$ cat src/rtl/gs_mem_arbiter_if.sv
// GS CPU, loader and SRAM pin bundle around the memory arbiter.
// slave = arbiter view, master = the surrounding core/loader/SRAM.
interface gs_mem_arbiter_if #(parameter int AW = 21);
  logic [AW-1:0] gs_a;
  logic [7:0]    gs_do;
  logic [7:0]    gs_di;
  logic          gs_rd_n;
  logic          gs_we_n;
  logic          gs_wait_n;
  logic          ldr_req;
  logic [AW-1:0] ldr_a;
  logic [7:0]    ldr_d;
  logic          ldr_ack;
  logic [AW-1:0] mem_a;
  logic [7:0]    mem_do;
  logic [7:0]    mem_di;
  logic          mem_oe_n;
  logic          mem_we_n;

  modport slave (
    input  gs_a, gs_do, gs_rd_n, gs_we_n, ldr_req, ldr_a, ldr_d, mem_di,
    output gs_di, gs_wait_n, ldr_ack, mem_a, mem_do, mem_oe_n, mem_we_n
  );

  modport master (
    output gs_a, gs_do, gs_rd_n, gs_we_n, ldr_req, ldr_a, ldr_d, mem_di,
    input  gs_di, gs_wait_n, ldr_ack, mem_a, mem_do, mem_oe_n, mem_we_n
  );
endinterface

$ cat src/rtl/gs_mem_arbiter.sv
// Shares one 8-bit SRAM between the GS Z80 bus and a ROM/sample loader.
// GS read data after LAT+2 cycles from strobe edge; GS stalled via gs_wait_n, loader held until ldr_ack.
module gs_mem_arbiter #(
  parameter int AW  = 21,
  parameter int LAT = 2
) (
  input logic         CLK,
  input logic         RESET,
  gs_mem_arbiter_if.slave bus
);

  typedef enum logic [1:0] {IDLE, GS_RUN, LDR_RUN} state_t;

  localparam logic [3:0] CNT_LOAD = 4'(LAT - 1);

  state_t        state;
  logic          gs_act;
  logic          gs_act_d;
  logic          gs_edge;
  logic          gs_pend;
  logic          last_gs;
  logic [AW-1:0] cap_a;
  logic [7:0]    cap_d;
  logic          cap_wr;
  logic          run_wr;
  logic [3:0]    cnt;

  assign gs_act        = ~bus.gs_rd_n | ~bus.gs_we_n;
  assign gs_edge       = gs_act & ~gs_act_d;
  assign bus.gs_wait_n = ~(gs_pend | (state == GS_RUN));

  always_ff @(posedge CLK or posedge RESET) begin
    if (RESET) begin
      state        <= IDLE;
      gs_act_d     <= 1'b0;
      gs_pend      <= 1'b0;
      last_gs      <= 1'b0;
      cnt          <= '0;
      cap_a        <= '0;
      cap_d        <= '0;
      cap_wr       <= 1'b0;
      run_wr       <= 1'b0;
      bus.mem_oe_n <= 1'b1;
      bus.mem_we_n <= 1'b1;
      bus.mem_a    <= '0;
      bus.mem_do   <= '0;
      bus.gs_di    <= 8'hFF;
      bus.ldr_ack  <= 1'b0;
    end else begin
      gs_act_d    <= gs_act;
      bus.ldr_ack <= 1'b0;
      case (state)
        IDLE: begin
          // Loader gets one turn ahead of GS right after a GS access.
          if (gs_pend && !(bus.ldr_req && last_gs)) begin
            state        <= GS_RUN;
            gs_pend      <= 1'b0;
            run_wr       <= cap_wr;
            bus.mem_a    <= cap_a;
            bus.mem_do   <= cap_d;
            bus.mem_oe_n <= cap_wr;
            bus.mem_we_n <= ~cap_wr;
            cnt          <= CNT_LOAD;
          end else if (bus.ldr_req) begin
            state        <= LDR_RUN;
            bus.mem_a    <= bus.ldr_a;
            bus.mem_do   <= bus.ldr_d;
            bus.mem_we_n <= 1'b0;
            cnt          <= CNT_LOAD;
          end
        end
        GS_RUN: begin
          if (cnt == 4'd0) begin
            state        <= IDLE;
            bus.mem_oe_n <= 1'b1;
            bus.mem_we_n <= 1'b1;
            last_gs      <= 1'b1;
            if (!run_wr) bus.gs_di <= bus.mem_di;
          end else begin
            cnt <= cnt - 4'd1;
          end
        end
        LDR_RUN: begin
          if (cnt == 4'd0) begin
            state        <= IDLE;
            bus.mem_we_n <= 1'b1;
            bus.ldr_ack  <= 1'b1;
            last_gs      <= 1'b0;
          end else begin
            cnt <= cnt - 4'd1;
          end
        end
        default: state <= IDLE;
      endcase
      // A new edge wins over the clear on GS_RUN entry so it is not lost.
      if (gs_edge) begin
        gs_pend <= 1'b1;
        cap_a   <= bus.gs_a;
        cap_d   <= bus.gs_do;
        cap_wr  <= ~bus.gs_we_n;
      end
    end
  end

endmodule

$ cat src/flat_wrapper.sv
// flat-port wrapper written by rule: the top's interface ports become plain ports
module gs_mem_arbiter_flat 
#(
  parameter int AW  = 21,
  parameter int LAT = 2
)
  (CLK, RESET, bus_gs_a, bus_gs_do, bus_gs_rd_n, bus_gs_we_n, bus_ldr_req, bus_ldr_a, bus_ldr_d, bus_mem_di, bus_gs_di, bus_gs_wait_n, bus_ldr_ack, bus_mem_a, bus_mem_do, bus_mem_oe_n, bus_mem_we_n);
  gs_mem_arbiter_if #(.AW(AW)) bus_i ();
  input logic CLK;
  input logic RESET;
  input wire logic [$bits(bus_i.gs_a)-1:0] bus_gs_a;
  input wire logic [$bits(bus_i.gs_do)-1:0] bus_gs_do;
  input wire logic [$bits(bus_i.gs_rd_n)-1:0] bus_gs_rd_n;
  input wire logic [$bits(bus_i.gs_we_n)-1:0] bus_gs_we_n;
  input wire logic [$bits(bus_i.ldr_req)-1:0] bus_ldr_req;
  input wire logic [$bits(bus_i.ldr_a)-1:0] bus_ldr_a;
  input wire logic [$bits(bus_i.ldr_d)-1:0] bus_ldr_d;
  input wire logic [$bits(bus_i.mem_di)-1:0] bus_mem_di;
  output wire logic [$bits(bus_i.gs_di)-1:0] bus_gs_di;
  output wire logic [$bits(bus_i.gs_wait_n)-1:0] bus_gs_wait_n;
  output wire logic [$bits(bus_i.ldr_ack)-1:0] bus_ldr_ack;
  output wire logic [$bits(bus_i.mem_a)-1:0] bus_mem_a;
  output wire logic [$bits(bus_i.mem_do)-1:0] bus_mem_do;
  output wire logic [$bits(bus_i.mem_oe_n)-1:0] bus_mem_oe_n;
  output wire logic [$bits(bus_i.mem_we_n)-1:0] bus_mem_we_n;
  assign bus_i.gs_a = bus_gs_a;
  assign bus_i.gs_do = bus_gs_do;
  assign bus_i.gs_rd_n = bus_gs_rd_n;
  assign bus_i.gs_we_n = bus_gs_we_n;
  assign bus_i.ldr_req = bus_ldr_req;
  assign bus_i.ldr_a = bus_ldr_a;
  assign bus_i.ldr_d = bus_ldr_d;
  assign bus_i.mem_di = bus_mem_di;
  assign bus_gs_di = bus_i.gs_di;
  assign bus_gs_wait_n = bus_i.gs_wait_n;
  assign bus_ldr_ack = bus_i.ldr_ack;
  assign bus_mem_a = bus_i.mem_a;
  assign bus_mem_do = bus_i.mem_do;
  assign bus_mem_oe_n = bus_i.mem_oe_n;
  assign bus_mem_we_n = bus_i.mem_we_n;
  gs_mem_arbiter #(.AW(AW), .LAT(LAT)) u_core (.CLK(CLK), .RESET(RESET), .bus(bus_i));
endmodule
$ cat config.mk
export PLATFORM = sky130hd
export DESIGN_NAME = gs_mem_arbiter_flat
export DESIGN_NICKNAME = d
export VERILOG_FILES = /design/src/rtl/gs_mem_arbiter_if.sv /design/src/rtl/gs_mem_arbiter.sv /design/src/flat_wrapper.sv
export SDC_FILE = /design/constraint.sdc
export NUM_CORES = 1
export LEC_CHECK = 0
export BUFFER_PORTS_ARGS = -buffer_cell sky130_fd_sc_hd__buf_2
export CORE_MARGIN = 3
export CORE_UTILIZATION = 35
export CTS_CLUSTER_SIZE = 16
export DETAILED_ROUTE_END_ITERATION = 10
export GPL_TIMING_DRIVEN = 0
export SLEW_MARGIN = 20
export SYNTH_ARGS = -nofsm -noshare
export SYNTH_HDL_FRONTEND = slang
export SYNTH_SLANG_ARGS = --single-unit
export TNS_END_PERCENT = 100
$ cat constraint.sdc
create_clock -name CLK -period 3.5 [get_ports CLK]
set_input_delay 0.525 -clock CLK [delete_from_list [all_inputs] [get_ports CLK]]
set_output_delay 0.525 -clock CLK [all_outputs]
set_load 0.05 [all_outputs]
**After elaboration in Yosys (flattened, before gate mapping)**

Cells that the tools add are included.

- Add/subtract/negate cells: 1
- Equal/unequal tests: 8
- Mux-type cells: 25
- Bitwise operators: 9
- Reduce and logical (&&, ||, !) cells: 21

Operators with widths:

| operator | count |
|---|---|
| 21-bit 2-to-1 mux | 2 |
| 8-bit 2-to-1 mux | 2 |
| 3-bit AND reduction | 5 |
| 4-bit 2-to-1 mux | 3 |
| 2-bit nonzero test | 6 |
| 1-bit 2-to-1 mux | 10 |
| 4-bit one-hot mux with 2 select lines | 1 |
| 2-bit AND reduction | 4 |
| 2-bit 2-to-1 mux | 3 |
| 2-bit by 1-bit inequality test with 1-bit output (second input constant) | 3 |
| 1-bit inverter | 6 |
| 1-bit one-hot mux with 2 select lines | 3 |
| 4-bit zero test | 1 |
| 2-bit inequality test (second input constant) | 2 |
| 2-bit one-hot mux with 2 select lines | 1 |
| 4-bit by 1-bit subtractor with 4-bit output (second input constant) | 1 |
| 3-bit by 2-bit inequality test with 1-bit output (second input constant) | 1 |
| 2-bit by 1-bit == test with 1-bit output (second input constant) | 1 |
| 2-bit == test (second input constant) | 1 |
| 1-bit logical AND | 2 |
| 2-bit zero test | 1 |
| 1-bit OR | 2 |
| 2-bit OR reduction | 1 |
| 1-bit bitwise AND | 1 |
| 1-bit zero test | 1 |

- Register bits after elaboration: 80
- Bits of input ports: 71
- Output and inout bits: 41
- Logic and storage cells: 79

**Depth between registers and ports, before layout**

Gate-level depths: netlist of run 1.

- Depth in word-level cells: 6
- Gate-level depth with buffers: 8
- Mapped depth without buffers: 5

**Worst setup path before layout of run 1**

OpenSTA, ideal clock, no wires.

- Kind: register to output
- From: reg u_core.state[1]
- To: out bus_gs_wait_n
- Data arrival time: 1.337 ns
- Data required time: 2.975 ns
- Slack: 1.638 ns
- Cell stages (with the launch flop): 4
- Path buffers: 0
- Cell sequence: dfrtp_1 -> inv_1 -> ha_1 -> nor2_1

- Longest elaborated chain between the ends: 3

Ends and longest elaborated chain:

| element | line | source |
|---|---|---|
| start, declared | gs_mem_arbiter.sv:16 | `state_t state;` |
| start signal, assigned | gs_mem_arbiter.sv:34 | `state <= IDLE;` |
| start signal, assigned | gs_mem_arbiter.sv:56 | `state <= GS_RUN;` |
| start signal, assigned | gs_mem_arbiter.sv:65 | `state <= LDR_RUN;` |
| 2-bit by 1-bit == test with 1-bit output | gs_mem_arbiter.sv:30 | `assign bus.gs_wait_n = ~(gs_pend \| (state == GS_RUN));` |
| 1-bit OR | gs_mem_arbiter.sv:30 |  |
| 1-bit inverter | gs_mem_arbiter.sv:30 |  |
| end, declared | flat_wrapper.sv:20 | `output wire logic [$bits(bus_i.gs_wait_n)-1:0] bus_gs_wait_n;` |

No other way between the ends.

**Worst setup path after layout of run 1**

- From: reg u_core.state[0]
- To: reg u_core.bus.mem_a[6]

- Longest elaborated chain between the ends: 2

Ends and longest elaborated chain:

| element | line | source |
|---|---|---|
| 2-bit zero test | gs_mem_arbiter.sv:52 | `case (state)` |
| 2-bit AND reduction (no line) | - |  |
| end signal, assigned | gs_mem_arbiter.sv:59 | `bus.mem_a <= cap_a;` |
| end signal, assigned | gs_mem_arbiter.sv:66 | `bus.mem_a <= bus.ldr_a;` |
| end, declared | gs_mem_arbiter_if.sv:22 | `output gs_di, gs_wait_n, ldr_ack, mem_a, mem_do, mem_oe_n, mem_we_n` |

No other way between the ends.
A chain may end at the register's enable or synchronous reset.

==> results of run 1 <==
cell usage in the layout, fill, tap and decap left out, types with 2 or more instances in the layout:
cell type  instances
mux2_1             8
mux2_2            31
dfrtp_1           70
buf_1              2
nor2b_1            3
clkbuf_1           4
nand2_1           31
o31ai_1            4
clkbuf_8          11
a211oi_1           2
or4_1              2
nor2_1             4
a22oi_1            2
clkinv_4           2
a21oi_1            3
dfstp_2           10
o21ai_0            4
buf_4              3
mux2i_1           29
o22ai_1            3
inv_1              6
ha_1               7
buf_2            116
o21ai_1           29
state kept, by name, indices dropped and copies added, names as in the netlist, 2 cells and up:
| register | cells |
|---|---|
| u_core.bus.mem_a | 21 |
| u_core.cnt | 4 |
| u_core.state | 2 |
| u_core.cap_a | 21 |
| u_core.bus.gs_di | 8 |
| u_core.cap_d | 8 |
| u_core.bus.mem_do | 8 |
worst register-to-register path: stages, from the launching register on:
cell and delay, ps:
dfrtp_1 410, inv_1 110, ha_1 200, buf_2 170
o21ai_1 180, buf_2 310, buf_1 430, nand2_1 100
o21ai_1 90
logic make-up after synthesis:
kind of cell,after synthesis,synth area share [%]
DFF,80,57.2
adders and majority gates,7,2.49
muxes,68,20.7
and+or+nand+nor,49,7.18
buffers and inverters,22,2.84
AOI/OAI and AO/OA,56,9.53
cell type report:
cell class,instances,area (µm²)
buffer,14,70.1
clock buffer,11,151
clock inverter,5,38.8
fill,932,5050
inverter,8,32.5
multi-input combinational,180,1410
sequential,80,2010
tap,129,161
timing repair buffer,112,583
cells in the mapped netlist, drive strengths merged (4+ instances only):
cell / count / area share, %
o21ai: 33 / 4.7
o31ai: 4 / 0.85
buf: 10 / 1.6
inv: 8 / 0.85
clkbuf: 4 / 0.43
mux2: 39 / 12
ha: 7 / 2.5
dfstp: 10 / 7.5
nor2: 4 / 0.43
nand2: 31 / 3.3
dfrtp: 70 / 50
mux2i: 29 / 8.2
per-stage QoR:
step,hold WS (ps),setup slack (ps),instance area (µm²),cells
6_report,151,1430,4460,539
5_1_grt,171,1140,4460,539
4_1_cts,150,1360,4460,539
3_5_place_dp,447,1370,4270,523
3_3_place_gp,430,-44.3,4240,522
2_1_floorplan,425,940,3520,282
power breakdown:
part,leakage (nW),switching (W),internal [W],total [W]
clock network,0.0959,0.000345,0.000300,0.000646
logic,1.18,0.00154,0.000663,0.00220
registers,0.947,0.000178,0.00130,0.00148
total,2.23,0.00206,0.00226,0.00432
per-layer routing:
metal / global-route usage (%) / share of wire, % / wire, µm
met1: 20.1 / 46 / 3670
met2: 23.2 / 45 / 3620
met3: 5.40 / 7.9 / 633
met4: 3.89 / 1.1 / 88
met5: 0 / 0.16 / 13
worst max-delay path by stage:
stage                          startpoint                  end  slack (ps)  depth (start not counted)
after floorplan                     RESET   u_core.bus.ldr_ack         940                          1
after global placement              RESET   u_core.bus.ldr_ack         -40                          2
after detailed placement  u_core.state[0]  u_core.bus.mem_a[3]        1370                          8
after CTS                 u_core.state[0]  u_core.bus.mem_a[8]        1360                          8
after global routing      u_core.state[0]  u_core.bus.mem_a[5]        1140                          8
final                     u_core.state[0]  u_core.bus.mem_a[6]        1430                          8
==> summary.md, run 1 <==
| Metric | Value |
|---|---|
| DP HPWL | 5870 µm |
| # resized after CTS | 0 |
| Die Wd | 106 µm |
| R2r setup slk | 1430 ps |
| Peak supply drop | 0.395 mV |
| Die ar. | 11300 µm² |
| Starting density of the core | 37.0% |
| H-tree Lvls | 3 |
| Fin Clk Skew | 17.1 ps |
| Final critical-path share of the clock period | 59.2% |
| Antenna cells | 0 |
| Number of synthesized flops with an enable pin | 0 |
| Worst-Skew Late Latency | 350 ps |
| Total power | 0.00432 W |
| Detail Route Antenna Nets | 0 |
| Crit path max-delay family | buffers and inverters |
| Die extent in y | 106 µm |
| Buf/Inv on CP | 4 |
| Share of cells above drive strength 1 | 44.4% |
| Pwr Density | 970 nW/µm² |
| R2r startpoint | u_core.state[0] |
| Worst Setup Start Kind | register |
| Row count | 35 |
| Crit path DAT | 2340 ps |
| First-pass GRT wire length | 13400 µm |
| CTS tree | built |
| P&R area growth vs syn | 26.6% |
| PortBufs | 111 |
| Minimum clock period | 2070 ps |
| Mapped cell area | 3520 µm² |
| Clk buf depth | 2 |
| Initial DRT Pass Iterations | 4 |
| RSZ-0062 raised after global routing | no |
| Main synth FF type | dfrtp_1 |
| Nets@finish | 483 |
| Worst path max stage delay | 430 ps |
| Via Count | 2583 |
| Hold crit path type | in2async |
| Initial antenna violation count | 1 |
| CP max-delay cell | buf_1 |
| Yosys warning total | 0 |
| Core ar. | 9500 µm² |
| Critical path class | reg2reg |
| Ys async rst share | 100% |
| RR Endpoint | u_core.bus.mem_a[6] |
| Post-Synthesis Cells | 282 |
| Postcts setup bufs | 0 |
| Distinct cells, synth | 41 |
| # IOs | 112 |
| Outcome | finished clean |
| Net Count, Synth | 360 |
| #FFs+latches synth | 80 |
| CP Capture Type | register |
| Max Cap Viol | 0 |
| Pleak | 2.23 nW |
| Reg2Reg Depth | 8 |
| Crit path required time | 3770 ps |
| # clock sinks | 80 |
| Number of DRC markers in iteration 0 | 100 |
| Vias in the first global route | 2642 |
| GRT Overall Usage | 15.0% |
| Max Freq | 483 MHz |
| Gr ovfl total | 0 |
| RD Place Congestion | 0.764 |
| CP Max Fanout | 10 |
| Vias per cell | 4.79 |
| Final Util | 46.9% |
| Crit-path cells | inv_1 > ha_1 > buf_2 > o21ai_1 > buf_2 > buf_1 > nand2_1 > o21ai_1 |
| Final Max Slew Viols | 0 |
| Hold Vio Cnt, Final | 0 |
| Worst slew pin tran | 628 ps |
| Largest net degree at the start of global routing | 53 |
| Syn Area/Cell | 12.5 µm² |
| Final setup viols | 0 |
| CTS clock-pin slew for the worst setup and hold paths | 90 ps |
| TNS Setup | 0 ps |
| Final wirelength | 8020 µm |
| Post-synthesis sequential area ratio | 57.2% |
| Clock root buffer | clkbuf_8 |
| Slew headroom | 58.1% |
| # DRC | 0 |
| TritonCTS Buffers | 9 |
| Hold-fix buffers at CTS | 0 |
| Drt wl/cell | 14.9 µm |
Power figures use the tool's default switching activity.
==> run 2: changes to the inputs <==
--- a/config.mk
+++ b/config.mk
@@ -5,6 +5,7 @@
 export SDC_FILE = /design/constraint.sdc
 export NUM_CORES = 1
 export LEC_CHECK = 0
+export ABC_AREA = 1
 export BUFFER_PORTS_ARGS = -buffer_cell sky130_fd_sc_hd__buf_2
 export CORE_MARGIN = 3
 export CORE_UTILIZATION = 35
==> constraint.sdc (replaced) <==
create_clock -name CLK -period 2 [get_ports CLK]
set_input_delay 0.3 -clock CLK [delete_from_list [all_inputs] [get_ports CLK]]
set_output_delay 0.3 -clock CLK [all_outputs]
set_load 0.05 [all_outputs]
==> summary.md, run 2 <==
| Metric | Value |
|---|---|
| Multi-input gate area | 1230 µm² |
| Die extent in y | 108 µm |
| Via Count | 3133 |
| Count leader, synth | nand2_1 |
| Crit-path cells | inv_1 > ha_1 > nor2_1 > buf_2 |
| Crit path DAT | 1530 ps |
| Minimum clock period | 1830 ps |
| RSZ-0062 raised after global routing | no |
| Clk buf depth | 2 |
| DP Worst Slack | 234 ps |
| Synth top cells by count | nand2_1 (97), inv_1 (81), dfrtp_1 (70) |
| Final critical-path share of the clock period | 91.6% |
| First-pass GRT wire length | 15200 µm |
| #FFs+latches synth | 80 |
| Worst-Skew Late Latency | 350 ps |
| Seq. cell area | 2010 µm² |
| Hold Vio Cnt, Final | 0 |
| TritonCTS Buffers | 9 |
| Mapped cell area | 3670 µm² |
| GRT Overall Usage | 16.9% |
| Starting density of the core | 36.7% |
| Core ar. | 10000 µm² |
| CTS tree | built |
| Placed inst area | 4470 µm² |
| Clock root buffer | clkbuf_8 |
| Pleak | 2.57 nW |
| H-tree Lvls | 3 |
| Pwr Density | 1660 nW/µm² |
| Row count | 36 |
| Antenna cells | 0 |
| Post-synthesis sequential area ratio | 54.8% |
| Die ar. | 11800 µm² |
| RR Endpoint | u_core.bus.mem_a[4] |
| Hold crit path type | in2reg |
| Worst Setup Start Kind | register |
| Final setup viols | 0 |
| Worst Hold Path EP | u_core.gs_act_d |
| Drt wl/cell | 13.3 µm |
| Worst hold slack | 123 ps |
| CP Max Fanout | 5 |
| Most frequent cells in the layout | buf_2 (122), nand2_1 (97), inv_1 (80), dfrtp_1 (70), o21ai_0 (62) |
| Net Count, Synth | 516 |
| Number of synthesized flops with an enable pin | 0 |
| Detail Route Antenna Nets | 0 |
| R2r startpoint | u_core.state[0] |
| Nets@finish | 642 |
| PortBufs | 111 |
| Setup ws final | 168 ps |
| Reg2Reg Depth | 6 |
| Share of cells above drive strength 1 | 30.1% |
| Final wirelength | 9320 µm |
| Gr ovfl total | 0 |
| Outcome | finished clean |
| Min-delay src | bus_gs_rd_n |
| CP max-delay cell | dfrtp_1 |
| Yosys warning total | 0 |
| Fin Clk Skew | 8.08 ps |
| Final instance area | 4690 µm² |
| TNS Setup | 0 ps |
| Fill count | 1045 |
| Syn Area/Cell | 8.39 µm² |
| Die Wd | 108 µm |
| Postcts setup bufs | 0 |
| Final Max Slew Viols | 0 |
| P&R area growth vs syn | 27.6% |
| Vias in the first global route | 3100 |
| Initial antenna violation count | 0 |
| Critical path class | reg2out |
| DP HPWL | 6800 µm |
| RD Place Congestion | 0.821 |
| Crit path required time | 1700 ps |
| Post-Synthesis Cells | 438 |
| # DRC | 0 |
| Synth top area share | 47.7% |
| Initial DRT Pass Iterations | 4 |
| Peak supply drop | 0.979 mV |
| Max Cap Viol | 0 |
| Slew headroom | 70.9% |
| Biggest regs | u_core.bus.mem_a: 21 flops, u_core.cap_a: 21 flops |
| Distinct cells, synth | 21 |
| Ys async rst share | 100% |
| Worst path max stage delay | 410 ps |
| Worst slew pin tran | 437 ps |
| Post-synth top area cell | dfrtp_1 |
| Largest net degree at the start of global routing | 28 |
| Number of DRC markers in iteration 0 | 116 |
| Most common cell after layout, fill and taps aside | buf_2 |
| Synth top area cells | dfrtp_1 (48%), nand2_1 (9.9%), o21ai_0 (8.4%), inv_1 (8.3%), dfstp_2 (7.2%) |
| R2r setup slk | 290 ps |
| # resized after CTS | 0 |
| # IOs | 112 |
| Final Util | 46.9% |
| CTS clock-pin slew for the worst setup and hold paths | 80 ps |
| Main synth FF type | dfrtp_1 |
| # clock sinks | 80 |
| Max Freq | 546 MHz |
| Hold depth | 2 |
| CP Capture Type | primary output |
| Vias per cell | 4.46 |
[run 2: worst max-delay path by stage]
stage	startpoint	to	slack, ps	depth (start not counted)
2_1_floorplan	u_core.state[1]	bus_gs_wait_n	370	3
3_3_place_gp	RESET	u_core.bus.mem_do[4]	190	2
6_report	u_core.state[1]	bus_gs_wait_n	170	4
5_1_grt	u_core.state[1]	u_core.bus.mem_a[4]	10	6
4_1_cts	u_core.state[1]	bus_gs_wait_n	150	4
3_5_place_dp	u_core.state[0]	u_core.bus.mem_a[7]	230	6
[run 2: area by class of cell]
cell class              instances  area share [%]
repair buffers                115            13.5
well taps                     133            3.55
inverters                      82            6.65
plain buffers                  19            2.51
flip-flops and latches         80            43.0
clock inverters                 3           0.854
multi-input cells             257            26.3
clock buffers                  13            3.60
[run 2: metrics by stage]
step	instances	total power [W]
3_5_place_dp	685	0.00661
3_3_place_gp	682	0.00654
5_1_grt	702	0.00842
2_1_floorplan	438	0.00557
6_report	702	0.00778
4_1_cts	702	0.00791
[run 2: what timing repair did]
action | 4_1_cts | 5_1_grt
hold buffers | 1 | 0
endpoints found under the setup margin | 0 | 0
endpoints found under the hold margin | 11 | 0
[run 2: where the power goes]
group	switching (W)	internal [W]
logic	0.00295	0.00104
registers	0.000278	0.00226
clock network	0.000578	0.000677
[run 2: cells by family (layout without fill, tap and decap cells)]
family          after synthesis  count (layout)  synth area share (%)
simple gates                142             142                  15.2
compound gates              107             107                  15.8
buf+inv                     101             232                  11.6
flops                        80              80                  54.8
fa+ha+maj                     7               7                  2.38
xor+xnor                      1               1                 0.238
[run 2: worst max-delay path: cells and delay by family, from the launching register on]
kind,cells,cell delay [ps]
buffers and inverters,2,390
flip-flops,1,410
AND/OR/NAND/NOR,1,160
adder cells (fa/ha/maj),1,230
[run 2: routing by layer]
metal,vias up,routed length [µm],track usage [%]
li1,1598,-,-
met1,1463,4220,22.3
met2,66,4570,27.3
met3,6,438,3.82
met4,0,92,5.86
met5,-,0,0
==> run 3: changes to the inputs <==
--- a/config.mk
+++ b/config.mk
@@ -7,7 +7,7 @@
 export LEC_CHECK = 0
 export ABC_AREA = 1
 export BUFFER_PORTS_ARGS = -buffer_cell sky130_fd_sc_hd__buf_2
-export CORE_MARGIN = 3
+export CORE_MARGIN = 1.5
 export CORE_UTILIZATION = 35
 export CTS_CLUSTER_SIZE = 16
 export DETAILED_ROUTE_END_ITERATION = 10
==> summary.md, run 3 (synthesis results as in run 2) <==
| Metric | Value |
|---|---|
| # IOs | 112 |
| Worst-Skew Late Latency | 350 ps |
| Worst hold slack | 32.5 ps |
| Final instance area | 4660 µm² |
| Row count | 37 |
| Hold crit path type | in2async |
| RSZ-0062 raised after global routing | no |
| Minimum clock period | 1850 ps |
| Hold-fix buffers at CTS | 0 |
| Initial antenna violation count | 0 |
| TNS Setup | 0 ps |
| First-pass GRT wire length | 15100 µm |
| Fill count | 1043 |
| # clock sinks | 80 |
| Final critical-path share of the clock period | 92.7% |
| Final Max Slew Viols | 0 |
| Slew headroom | 56.5% |
| CTS tree | built |
| Max Cap Viol | 0 |
| Worst slew pin tran | 651 ps |
| P&R area growth vs syn | 26.9% |
| Pleak | 2.56 nW |
| RD Place Congestion | 0.804 |
| Die Wd | 105 µm |
| Crit path DAT | 1550 ps |
| Clock root buffer | clkbuf_8 |
| Vias in the first global route | 3040 |
| Die ar. | 11100 µm² |
| DP HPWL | 6660 µm |
| Largest net degree at the start of global routing | 30 |
| Placed inst area | 4440 µm² |
| Drt wl/cell | 13.0 µm |
| Postcts setup bufs | 0 |
| Starting density of the core | 35.9% |
| CP Max Fanout | 5 |
| Final wirelength | 9150 µm |
| Hold Vio Cnt, Final | 0 |
| Share of cells above drive strength 1 | 30.0% |
| # resized after CTS | 0 |
| Most frequent cells in the layout | buf_2 (122), nand2_1 (97), inv_1 (80), dfrtp_1 (70), o21ai_0 (62) |
| Number of DRC markers in iteration 0 | 117 |
| Peak supply drop | 0.738 mV |
| Vias per cell | 4.43 |
| CP Capture Type | primary output |
| Gr ovfl total | 0 |
| Fin Clk Skew | 5.91 ps |
| Pwr Density | 1670 nW/µm² |
| Biggest regs | u_core.bus.mem_a: 21 flops, u_core.cap_a: 21 flops |
| Initial DRT Pass Iterations | 4 |
| Worst Setup Start Kind | register |
| Nets@finish | 640 |
| Die extent in y | 105 µm |
| PortBufs | 111 |
| TritonCTS Buffers | 9 |
| H-tree Lvls | 3 |
| GRT Overall Usage | 17.7% |
| Clk buf depth | 2 |
| Antenna cells | 0 |
| Most common cell after layout, fill and taps aside | buf_2 |
| Critical path class | reg2out |
| CTS clock-pin slew for the worst setup and hold paths | 80 ps |
| Crit path required time | 1700 ps |
| Detail Route Antenna Nets | 0 |
| Final setup viols | 0 |
| # DRC | 0 |
| Max Freq | 540 MHz |
| Via Count | 3115 |
| Core ar. | 10200 µm² |
| Outcome | finished clean |
run 3: cell count changes in the layout (fill, tap and decap cells not counted):
cell / change
dlygate4sd3_1: -1
buf_16: -1
clkinv_2: -1
clkbuf_8: +1
run 3: final timing paths:
path	startpoint	to	slack, ps	depth (start not counted)
worst min register to register	u_core.bus.mem_we_n	u_core.bus.mem_we_n	470	2
worst max register to register	u_core.state[0]	u_core.bus.mem_a[4]	250	6
worst min-delay path	RESET	u_core.cap_a[15]	30	2
min in group CLK	bus_gs_rd_n	u_core.gs_act_d	140	2
worst max-delay path	u_core.state[1]	bus_gs_wait_n	150	4
max in group asynchronous	RESET	u_core.cap_d[5]	1210	4
run 3: layout make-up:
| class | count | area, µm² | area share [%] |
|---|---|---|---|
| plain buffers | 19 | 118 | 2.52 |
| clock buffers | 14 | 183 | 3.92 |
| clock inverters | 2 | 35.0 | 0.752 |
| inverters | 82 | 312 | 6.68 |
| multi-input cells | 257 | 1230 | 26.5 |
| flip-flops and latches | 80 | 2010 | 43.2 |
| well taps | 136 | 170 | 3.65 |
| repair buffers | 113 | 596 | 12.8 |
run 3: metal layers:
layer / routed length (µm) / track usage, % / vias to the layer above
met1: 4290 / 23.1 / 1441
met2: 4340 / 28.7 / 67
li1: - / - / 1595
met5: 0 / 0 / -
met3: 330 / 3.03 / 12
met4: 181 / 8.12 / 0
run 3: power by group:
| part | internal, W | switching (W) |
|---|---|---|
| Sequential | 0.00226 | 0.000282 |
| Combinational | 0.00103 | 0.00293 |
| Clock | 0.000713 | 0.000584 |
run 3: critical path: stages, from the launching register on:
cell	delay, ps
dfrtp_1	420
inv_1	100
ha_1	230
nor2_1	160
buf_2	290
run 3: through the flow:
step / utilization [%] / worst slack, ps / std cells / total power (W)
floorplan: - / 371 / 438 / 0.00557
global placement: 43.0 / 182 / 685 / 0.00651
detailed placement: 43.4 / 248 / 687 / 0.00658
CTS: 45.6 / 137 / 703 / 0.00791
global route: 45.6 / 42.8 / 703 / 0.00841
finish: 45.6 / 147 / 703 / 0.00780
